`src/rtl/vga_fb_scheduler.sv`:
```
// Framebuffer RAM scheduler: prefetches scanout pixels into a small FIFO and
// hands every RAM cycle not needed for scanout to the game-logic writer.
module vga_fb_scheduler #(
  parameter int unsigned H_ACTIVE   = 640,
  parameter int unsigned V_ACTIVE   = 480,
  parameter int unsigned ADDR_W     = 19,
  parameter int unsigned FIFO_DEPTH = 8,
  parameter int unsigned LOW_WM     = 4
) (
  input  logic              clk,
  input  logic              rst_n,
  input  logic              frame_start,
  input  logic              pix_pop,
  output logic [7:0]        pix_data,
  output logic              pix_valid,
  output logic              underflow,
  input  logic              wr_req,
  input  logic [ADDR_W-1:0] wr_addr,
  input  logic [7:0]        wr_data,
  output logic              wr_ack,
  output logic [ADDR_W-1:0] ram_addr,
  output logic              ram_we,
  output logic [7:0]        ram_wdata,
  input  logic [7:0]        ram_rdata,
  output logic [5:0]        dbg
);

  localparam int unsigned PTR_W = $clog2(FIFO_DEPTH);
  localparam int unsigned OCC_W = $clog2(FIFO_DEPTH + 1);
  localparam logic [ADDR_W-1:0] LAST_ADDR = ADDR_W'(H_ACTIVE * V_ACTIVE - 1);

  logic [7:0]        fifo_mem [FIFO_DEPTH];
  logic [PTR_W-1:0]  wr_ptr, rd_ptr;
  logic [OCC_W-1:0]  cnt, occ;
  logic              rd_pending;
  logic              fetch_done;
  logic [ADDR_W-1:0] fetch_addr;

  logic read_elig, read_urgent, do_read, do_write, push, pop;

  // occ counts reads still in flight so the FIFO can never be overrun.
  always_comb begin
    occ         = cnt + OCC_W'(rd_pending);
    read_elig   = (occ < OCC_W'(FIFO_DEPTH)) && !fetch_done && !frame_start;
    read_urgent = read_elig && (occ < OCC_W'(LOW_WM));
    do_read     = read_urgent || (read_elig && !wr_req);
    do_write    = wr_req && !read_urgent;
    push        = rd_pending && !frame_start;
    pop         = pix_pop && pix_valid && !frame_start;
    wr_ack      = do_write;
  end

  assign pix_valid = (cnt != '0);
  assign pix_data  = pix_valid ? fifo_mem[rd_ptr] : '0;
  assign dbg       = {underflow, fetch_done, 4'(occ)};

  always_ff @(posedge clk) begin
    if (!rst_n) begin
      ram_addr   <= '0;
      ram_we     <= 1'b0;
      ram_wdata  <= '0;
      rd_pending <= 1'b0;
      fetch_addr <= '0;
      fetch_done <= 1'b1;
      wr_ptr     <= '0;
      rd_ptr     <= '0;
      cnt        <= '0;
      underflow  <= 1'b0;
    end else begin
      ram_we     <= do_write;
      rd_pending <= do_read;
      if (do_write) begin
        ram_addr  <= wr_addr;
        ram_wdata <= wr_data;
      end else if (do_read) begin
        ram_addr <= fetch_addr;
      end

      // A read returning during frame_start belongs to the old frame and is dropped.
      if (frame_start) begin
        fetch_addr <= '0;
        fetch_done <= 1'b0;
        wr_ptr     <= '0;
        rd_ptr     <= '0;
        cnt        <= '0;
      end else begin
        if (do_read) begin
          if (fetch_addr == LAST_ADDR) fetch_done <= 1'b1;
          else                         fetch_addr <= fetch_addr + 1'b1;
        end
        if (push) wr_ptr <= wr_ptr + 1'b1;
        if (pop)  rd_ptr <= rd_ptr + 1'b1;
        cnt <= cnt + OCC_W'(push) - OCC_W'(pop);
      end

      if (pix_pop && !pix_valid && !frame_start) underflow <= 1'b1;
    end
  end

  always_ff @(posedge clk) begin
    if (push) fifo_mem[wr_ptr] <= ram_rdata;
  end

endmodule

```
`config.mk`:
```
export PLATFORM = sky130hd
export DESIGN_NAME = vga_fb_scheduler
export DESIGN_NICKNAME = d
export VERILOG_FILES = /design/src/rtl/vga_fb_scheduler.sv
export SDC_FILE = /design/constraint.sdc
export NUM_CORES = 1
export LEC_CHECK = 0
export CAP_MARGIN = 40
export CORE_AREA = 2 2 109 137
export CTS_CLUSTER_SIZE = 14
export DETAILED_ROUTE_END_ITERATION = 8
export DIE_AREA = 0 0 111 139
export GPL_TIMING_DRIVEN = 1
export PLACE_DENSITY_LB_ADDON = 0.2
export RECOVER_POWER = 100
export SLEW_MARGIN = 40
export SYNTH_ARGS = -nofsm -noshare
export SYNTH_HDL_FRONTEND = slang
export SYNTH_SLANG_ARGS = --single-unit
```
`constraint.sdc`:
```
create_clock -name clk -period 3 [get_ports clk]
set_input_delay 0.45 -clock clk [delete_from_list [all_inputs] [get_ports clk]]
set_output_delay 0.45 -clock clk [all_outputs]
set_load 0.02 [all_outputs]
```
==> flow_summary_export.csv <==
group,metric,value,unit
cts,clock-sinks,127,
place,port_buffers,84,
worst_hold_path,whs_path_depth,2,
timing,max_slew_margin,14.6,%
place,dpl_cell_area,0.00646,mm²
global_routing,grt_overflow,0,
cts,clk_latency,0.41,ns
critical_path,start_kind,"flip-flop",
global_routing,grt_pass1_wl,19100,µm
status,status,"completed",
power,leakage,2.51,nW
critical_path,r2r-end,"fetch_addr[6]",
critical_path,r2r_setup_slack,0.36,ns
worst_hold_path,min_to,"ram_wdata[5]",
critical_path,slowest_stage,"clkdlybuf4s50_1",
worst_hold_path,min_path_type,"reg -> reg",
layout,fin_area,0.00700,mm²
cts,root_buffer,"clkbuf_16",
global_routing,grt_pass1_vias,3656,
detailed_routing,first_pass_iters,4,
synth,synth_cell_types,47,
timing,final.min_clock_period,2.86,ns
critical_path,reg2reg_depth,8,
synth,syn_area,0.00538,mm²
critical_path,required,2.55,ns
global_routing,grt_usage,15.9,%
detailed_routing,vias,3553,
timing,fmax,349,MHz
synth,avgSynthCellArea,12.8,µm²
synth,syn_nets,470,
detailed_routing,avgViaCountPerCell,5.03,
detailed_routing,first_iter_violations,161,
critical_path,startpoint,"rd_pending",
cts,htreeDepth,4,
run,maxCapViolCount,0,
synth,synth_seq_cells,127,
cts,post-cts-setup-buffers,0,
critical_path,cp_max_fo,7,
timing,fin_crit_sh,95.4,%
critical_path,path_cells,"ha_1, ha_1, xnor2_1, inv_1, o21a_1, clkdlybuf4s50_1",
detailed_routing,ant_nets,0,
cts,path_clk_slew,0.06,ns
timing,fin_setup_tns,0,ns
layout,fin_nets,566,
critical_path,worstPathArrival,2.41,ns
global_routing,grt_max_degree,39,
critical_path,timing.rr.start,"rd_pending",
critical_path,crit_path_end_kind,"output pin",
detailed_routing,wl,11800,µm
layout,diodes,0,
power,ir_drop,377,µV
timing,rsz0062_at_grt,"false",
detailed_routing,wl_per_cell,16.6,µm
floorplanning,io_pins,85,
critical_path,cp_common_cell,"ha_1",
layout,drive_gt1_share,11.2,%
floorplanning,floorplan.initialDensity,38.0,%
place,dpl.hpwl,8200,µm
timing,fin_skew,0.00716,ns
floorplanning,core_area,0.0142,mm²
cts,hold_buffers,0,
power,p_per_area,600,mW/mm²
cts,cts_buffer_depth,2,
floorplanning,dieArea,0.0154,mm²
global_routing,antenna_found_initial,0,
cts,cts_tree,"built",
cts,cts-buffers-inserted,17,
worst_hold_path,min_from,"ram_wdata[5]",
floorplanning,dieWidth,111,µm
cts,cts-resized-gates,0,
synth,ys_warn_count,0,
timing,tightest_slew,1.28,ns
timing,maxSlewViolCount,0,
floorplanning,core.rowCount,49,
layout,areaGrowthSynthToFinish,30.1,%
place,gp_congestion,0.781,
timing,finalHoldViolCount,0,
synth,synth_flop_cell,"edfxtp_1",
floorplanning,die_h,139,µm
detailed_routing,drc,0,
synth,yosysSeqAreaShare,59.2,%
synth,synth_cells,419,
critical_path,slowest_delay,0.56,ns
critical_path,critical_path_class,"reg -> out",
timing,setup_viol,0,
synth,synth_edf_count,64,
synth,async_reset_ff_share,0,%
-- through the flow --
stage / std cells / total power, mW / setup slack [ns] / utilization (%) / hold slack, ns
finish: 706 / 4.20 / 0.138 / 49.4 / 0.513
global route: 706 / 4.36 / 0.0250 / 49.4 / 0.534
CTS: 706 / 4.28 / 0.0882 / 49.8 / 0.522
detailed placement: 674 / 2.22 / 0.436 / 45.6 / 0.500
global placement: 674 / 2.21 / 0.255 / 45.6 / 0.489
floorplan: 419 / 2.06 / 0.687 / - / 0.469
-- registers in the layout (all words and copies together) (netlist names), named ones only --
register and flops:
ram_wdata 8, cnt 4, rd_ptr 3, fetch_addr 19, fifo_mem 64, fetch_done 1
underflow 1, rd_pending 1, wr_ptr 3, ram_addr 19, ram_we 1
-- final cells by class --
class	count	area (µm²)
Clock buffer	17	425
Clock inverter	15	171
Fill cell	1274	7160
Inverter	12	45.0
Multi-Input combinational cell	256	2030
Sequential cell	127	3180
Tap cell	178	223
Timing Repair Buffer	101	921
-- Yosys cell counts, types with 8 or more instances --
master / count / area [µm²]
edfxtp_1: 64 / 1920
a21oi_1: 28 / 140
inv_1: 12 / 45.0
nand3_1: 8 / 40.0
nor2_1: 38 / 143
o21ai_0: 25 / 125
mux2i_1: 39 / 390
nand2_1: 13 / 48.8
clkbuf_1: 12 / 45.0
nor2b_1: 10 / 62.6
xor2_1: 9 / 78.8
ha_1: 10 / 125
dfxtp_1: 63 / 1260
mux4_2: 16 / 360
-- worst max-delay path by stage --
stage,end,slack (ns),cells after the start
floorplan,cnt[2],0.69,11
global placement,cnt[2],0.26,11
detailed placement,cnt[2],0.44,11
CTS,wr_ack,0.09,6
global route,wr_ack,0.03,6
finish,wr_ack,0.14,6
-- layout by cell type (no fill, tap or decap), types with 7 or more instances in the layout --
cell type | synthesis | routed
edfxtp_1 | 64 | 64
dfxtp_1 | 63 | 63
dlygate4sd3_1 | 0 | 45
mux2i_1 | 39 | 39
clkdlybuf4s50_1 | 0 | 39
nor2_1 | 38 | 38
a21oi_1 | 28 | 28
o21ai_0 | 25 | 25
clkbuf_16 | 0 | 17
mux4_2 | 16 | 16
nand2_1 | 13 | 13
inv_1 | 12 | 12
clkbuf_1 | 12 | 12
nor2b_1 | 10 | 10
ha_1 | 10 | 10
xor2_1 | 9 | 9
nand3_1 | 8 | 8
xnor2_1 | 7 | 7
-- worst max-delay path, delay by kind of cell (launching register included) --
kind | cells | cell delay [ns]
DFF | 1 | 0.38
xor gates and xnor gates | 1 | 0.27
buffers and inverters | 2 | 0.65
adders and majority gates | 2 | 0.46
AOI/OAI and AO/OA | 1 | 0.23
-- cell families after synthesis --
family / after synthesis / synth area share [%]
AO/OA/AOI/OAI: 68 / 7.35
XOR/XNOR: 16 / 2.61
adder cells (fa/ha/maj): 11 / 2.70
buffers and inverters: 36 / 3.09
flip-flops: 127 / 59.2
multiplexers: 55 / 14.0
AND/OR/NAND/NOR: 106 / 11.1
-- routing by layer --
metal | part of all wire [%] | GRT usage (%) | vias to the layer above
met3 | 4.4 | 4.33 | 14
met2 | 54 | 29.0 | 84
met5 | 0 | 0 | -
li1 | - | - | 1739
met1 | 40 | 17.5 | 1716
met4 | 1.8 | 5.99 | 0
-- where the power goes --
part | internal (mW) | leakage [nW] | total (mW) | switching, mW
Clock | 1.30 | 0.276 | 2.04 | 0.746
Sequential | 1.86 | 1.09 | 1.87 | 0.0167
Combinational | 0.138 | 1.15 | 0.287 | 0.148
(Power assumes the default switching activity.)
